**config.mk**
```make
export PLATFORM = sky130hd
export DESIGN_NAME = ifetch_ahb
export DESIGN_NICKNAME = d
export VERILOG_FILES = /design/src/rtl/ifetch_ahb.sv
export SDC_FILE = /design/constraint.sdc
export NUM_CORES = 1
export LEC_CHECK = 0
export CORE_MARGIN = 3
export CORE_UTILIZATION = 55
export CTS_CLUSTER_SIZE = 24
export DETAILED_ROUTE_END_ITERATION = 8
export DONT_BUFFER_PORTS = 1
export PLACE_DENSITY = 0.73
export SETUP_SLACK_MARGIN = 0.5
export SLEW_MARGIN = 10
export SYNTH_ARGS = -nofsm -noshare
export SYNTH_HDL_FRONTEND = slang
export SYNTH_SLANG_ARGS = --single-unit
```
**constraint.sdc**
```tcl
create_clock -name HCLK -period 8.7 [get_ports HCLK]
set_input_delay 0.87 -clock HCLK [delete_from_list [all_inputs] [get_ports HCLK]]
set_output_delay 0.87 -clock HCLK [all_outputs]
set_load 0.03 [all_outputs]
```
**src/rtl/ifetch_ahb.sv**
```systemverilog
// Instruction fetch initiator: issues word reads to the instruction ROM over an AHB-style
// bus and buffers completed fetches in a small queue consumed by the decoder.
module ifetch_ahb #(
    parameter logic [63:0] RESET_PC    = 64'h0,
    parameter int          QUEUE_DEPTH = 4,
    parameter logic [63:0] FETCH_LIMIT = 64'd252
) (
    input  logic        HCLK,
    input  logic        HRESET,
    output logic [63:0] HADDR,
    output logic [1:0]  HTRANS,
    output logic        HWRITE,
    output logic [63:0] HWDATA,
    input  logic [63:0] HRDATA,
    input  logic        HREADY,
    input  logic        redirect_valid,
    input  logic [63:0] redirect_pc,
    output logic        inst_valid,
    output logic [31:0] inst,
    output logic [63:0] inst_pc,
    output logic        inst_fault,
    input  logic        inst_ready
);

    localparam int PTR_W = $clog2(QUEUE_DEPTH);
    localparam int CNT_W = PTR_W + 1;

    typedef enum logic {RUN, HALT} state_e;

    state_e             state_q, state_d;
    logic [63:0]        pc_q, pc_d;
    logic [PTR_W-1:0]   wr_q, wr_d;
    logic [PTR_W-1:0]   rd_q, rd_d;
    logic [CNT_W-1:0]   cnt_q, cnt_d;

    logic [31:0]            q_inst [QUEUE_DEPTH];
    logic [63:0]            q_pc   [QUEUE_DEPTH];
    logic [QUEUE_DEPTH-1:0] q_fault;

    logic in_window, has_space, running;
    logic fetch_req, push_fetch, push_fault, push, pop;
    logic unused_bits;

    assign unused_bits = ^{HRDATA[63:32], redirect_pc[1:0]};

    assign in_window  = pc_q < FETCH_LIMIT;
    assign has_space  = cnt_q != CNT_W'(QUEUE_DEPTH);
    assign running    = state_q == RUN;
    assign fetch_req  = running && in_window && has_space;

    // A redirect on the same edge discards both the completing transfer and any pop.
    assign push_fetch = fetch_req && HREADY && !redirect_valid;
    assign push_fault = running && !in_window && has_space && !redirect_valid;
    assign push       = push_fetch || push_fault;
    assign pop        = inst_valid && inst_ready && !redirect_valid;

    always_ff @(posedge HCLK or posedge HRESET) begin
        if (HRESET) begin
            state_q <= RUN;
            pc_q    <= RESET_PC;
            wr_q    <= '0;
            rd_q    <= '0;
            cnt_q   <= '0;
        end else begin
            state_q <= state_d;
            pc_q    <= pc_d;
            wr_q    <= wr_d;
            rd_q    <= rd_d;
            cnt_q   <= cnt_d;
        end
    end

    always_comb begin
        state_d = state_q;
        pc_d    = pc_q;
        wr_d    = wr_q;
        rd_d    = rd_q;
        cnt_d   = cnt_q;
        if (redirect_valid) begin
            state_d = RUN;
            pc_d    = {redirect_pc[63:2], 2'b00};
            wr_d    = '0;
            rd_d    = '0;
            cnt_d   = '0;
        end else begin
            if (push_fetch) pc_d = pc_q + 64'd4;
            if (push_fault) state_d = HALT;
            if (push) wr_d = wr_q + PTR_W'(1);
            if (pop)  rd_d = rd_q + PTR_W'(1);
            case ({push, pop})
                2'b10:   cnt_d = cnt_q + CNT_W'(1);
                2'b01:   cnt_d = cnt_q - CNT_W'(1);
                default: cnt_d = cnt_q;
            endcase
        end
    end

    // Queue storage carries no reset; the head is masked whenever the queue is empty.
    always_ff @(posedge HCLK) begin
        if (push) begin
            q_inst[wr_q]  <= push_fetch ? HRDATA[31:0] : 32'h0;
            q_pc[wr_q]    <= pc_q;
            q_fault[wr_q] <= push_fault;
        end
    end

    assign HADDR      = pc_q;
    assign HTRANS     = (fetch_req && !HRESET) ? 2'b10 : 2'b00;
    assign HWRITE     = 1'b0;
    assign HWDATA     = 64'h0;

    assign inst_valid = cnt_q != '0;
    assign inst       = inst_valid ? q_inst[rd_q]  : 32'h0;
    assign inst_pc    = inst_valid ? q_pc[rd_q]    : 64'h0;
    assign inst_fault = inst_valid ? q_fault[rd_q] : 1'b0;

endmodule

```
==> impl_metrics.ini <==
[placement]
io_buffers = 0
place_inst = 1347
gp_congestion = 0.716
hpwlAfterDp_um = 20400

[clocking]
cts_made_buffers = 46
path_clk_slew_ps = 60
clk_latency_ps = 530
cts_sinks = 450
cts-htree-levels = 2
cts-root-buf = clkbuf_16
postCtsSetupBuffers = 0
cts-resized-gates = 0
cts_hold_buf = 0
cts_max_path_buffers = 3
cts_tree = yes

[floorplan]
initial_utilization_pct = 56.6
die_h_um = 188
die_area_sq_um = 35200
ios = 362
die_w_um = 188
core_sq_um = 32000
num_rows = 65

[drt]
drc = 0
viasPerCell = 5.80
dr.pass1.iters = 5
finalWirelength_um = 35000
antenna_left = 0
first_iter_violations = 557
wl_per_cell_um = 24.4
vias = 8303

[sta]
hold_viol = 0
rsz0062_at_grt = no
fin_crit_sh_pct = 50.4
fmax_ghz = 0.228
setup_tns_ps = 0
period_needed_ps = 4390
slew_viol_final = 0
setup_violations = 0
skew_ps = 12.7
maxSlewHeadroom_pct = 25.1
tightest_slew_ps = 1120

[logic_synthesis]
synthCells = 943
yosys.area_share.simple_pct = 6.43
synth-seq-cells = 450
synth-xor-area-share_pct = 0.387
ys.flop_type = edfxtp_1
synthMuxAreaShare_pct = 15.5
avgSynthCellArea_sq_um = 19.2
synthAdderAreaFrac_pct = 0.456
synth_top_family_by_area = multiplexers
async_reset_ff_share_pct = 15.6
synth_area_sq_um = 18100
synthDistinctLibCells = 43
synth-compound-area-share_pct = 0.601
synth_edf_count = 380
yosys_warnings = 0
seq_area_frac_synth_pct = 72.6

[layout]
ff_latch_area_sq_um = 13200
multi_input_area_sq_um = 4530
n_antenna_cell = 0
finalNetCount = 1099
nFillCells = 2271
final_cells = 1432
final_util_pct = 62.2
syn2layout_area_growth_pct = 10.0
drive_above_1_share_pct = 24.8

[min_path]
hold_class = primary input to async pin

[power]
powerDensity_nw_per_um2 = 333
pwr-share-seq_pct = 43.3
p_int_uw = 4400
p_switching_uw = 2250
p_clk_share_pct = 29.9
power.leakage_uw = 0.00665
comb_power_share_pct = 26.8
sw_frac_of_total_pct = 33.8
peakVddDrop_v = 0.000219

[worst_setup_path]
path_cells = buf_4 -> mux4_2 -> and2_1
critPathArrivalTime_ps = 3520
critPathTopFamily = flip-flops
crit_required_ps = 7830
crit_slowest_cell = dfrtp_4
cp_num_buf_inv = 1
cp-start-kind = flop
crit_path_end_kind = primary output
worstSetupPathType = flop to primary output
critPathMaxStageDelay_ps = 1080
worstPathMaxFanout = 50

[global_routing]
grt_max_degree = 100
overflow = 0
grt_pass1_wl_um = 53600
grt_pass1_vias = 8789
antenna_found_initial = 1
grt_usage_pct = 19.8

[job]
drv_cap = 0

[outcome]
status = completed
-- placed cells by master (no fill, tap or decap), types with 5 or more instances in the layout --
| cell | n |
|---|---|
| inv_1 | 5 |
| mux4_2 | 95 |
| clkbuf_16 | 49 |
| nand2_1 | 9 |
| edfxtp_1 | 380 |
| mux2_2 | 56 |
| xor2_1 | 6 |
| clkbuf_8 | 8 |
| clkbuf_1 | 12 |
| buf_4 | 14 |
| o21ai_0 | 5 |
| clkinv_2 | 7 |
| ha_1 | 5 |
| dfrtp_1 | 68 |
| nand4_1 | 6 |
| nor4_1 | 14 |
| and2_1 | 127 |
| conb_1 | 70 |
| nor2_1 | 7 |
-- path summary, 6_finish.rpt --
| path | start | to | slack (ps) | cells after the start |
|---|---|---|---|---|
| min in group HCLK | redirect_valid | rd_q[1] | 450 | 1 |
| max in group asynchronous | HRESET | rd_q[0] | 7360 | 2 |
| max reg2reg | HADDR[46] | q_pc[3][25] | 4820 | 8 |
| max | rd_q[0] | inst[4] | 4310 | 3 |
| min | HRESET | HADDR[34] | 280 | 1 |
| min reg2reg | state_q | state_q | 530 | 2 |
-- stage by stage --
step                      hold slack [ps]  worst slack, ps  area [sq um]  power [uW]
after detailed placement              518             4700         18400        4750
after global placement                513             4690         18400        4720
final                                 279             4310         19900        6650
after floorplan                       486             -425         18400        4440
after global routing                  287             3950         19900        6940
after CTS                             264             4130         19900        6740
-- cell type report --
type / count / share of cell area [%]
flip-flops and latches: 450 / 66.1
multi-input cells: 442 / 22.7
clock buffers: 69 / 6.93
well taps: 435 / 2.73
clock inverters: 16 / 0.935
repair buffers: 14 / 0.527
inverters: 6 / 0.119
-- kinds of logic (layout without fill, tap and decap cells) --
kind of cell               count (synthesis)  count (layout)
adders and majority gates                  6               6
DFF                                      450             450
muxes                                    155             155
xor gates and xnor gates                   8               8
other                                      1              70
and+or+nand+nor                          188             188
buffers and inverters                    120             105
AOI/OAI and AO/OA                         15              15
-- power by group through the flow --
stage / combinational, uW / sequential [uW] / clock [uW]
detailed placement: 1820 / 2930 / 0
finish: 1780 / 2880 / 1990
global placement: 1810 / 2920 / 0
floorplan: 1580 / 2860 / 0
global route: 1900 / 2920 / 2120
CTS: 1820 / 2890 / 2030
-- state kept, by name, indices dropped and copies added (netlist names) --
signal,count
wr_q,2
q_inst,128
state_q,1
cnt_q,3
q_fault,4
rd_q,2
HADDR,62
q_pc,248
-- routing by layer --
metal	wire length, um	share of wire, %	vias up	GRT usage (%)
met2	17100	49	298	31.7
met1	14200	41	4375	27.0
met5	11	0.031	-	0
li1	-	-	3567	-
met3	2850	8.1	61	5.85
met4	817	2.3	2	5.57
-- synth_stat cells (4+ instances only) --
cell type,n,area (sq um)
edfxtp_1,380,11400
and2_1,127,795
mux4_2,95,2140
buf_4,70,526
dfrtp_1,70,1750
mux2_2,56,631
clkbuf_1,27,101
nor4_1,14,87.6
buf_1,13,48.8
nand2_1,10,37.5
nor2_1,7,26.3
inv_1,6,22.5
nand4_1,6,37.5
xor2_1,6,52.6
ha_1,5,62.6
nor3b_1,5,37.5
o21ai_0,5,25.0
mux2i_1,4,40.0
nand2b_1,4,25.0
(Power assumes the default switching activity.)
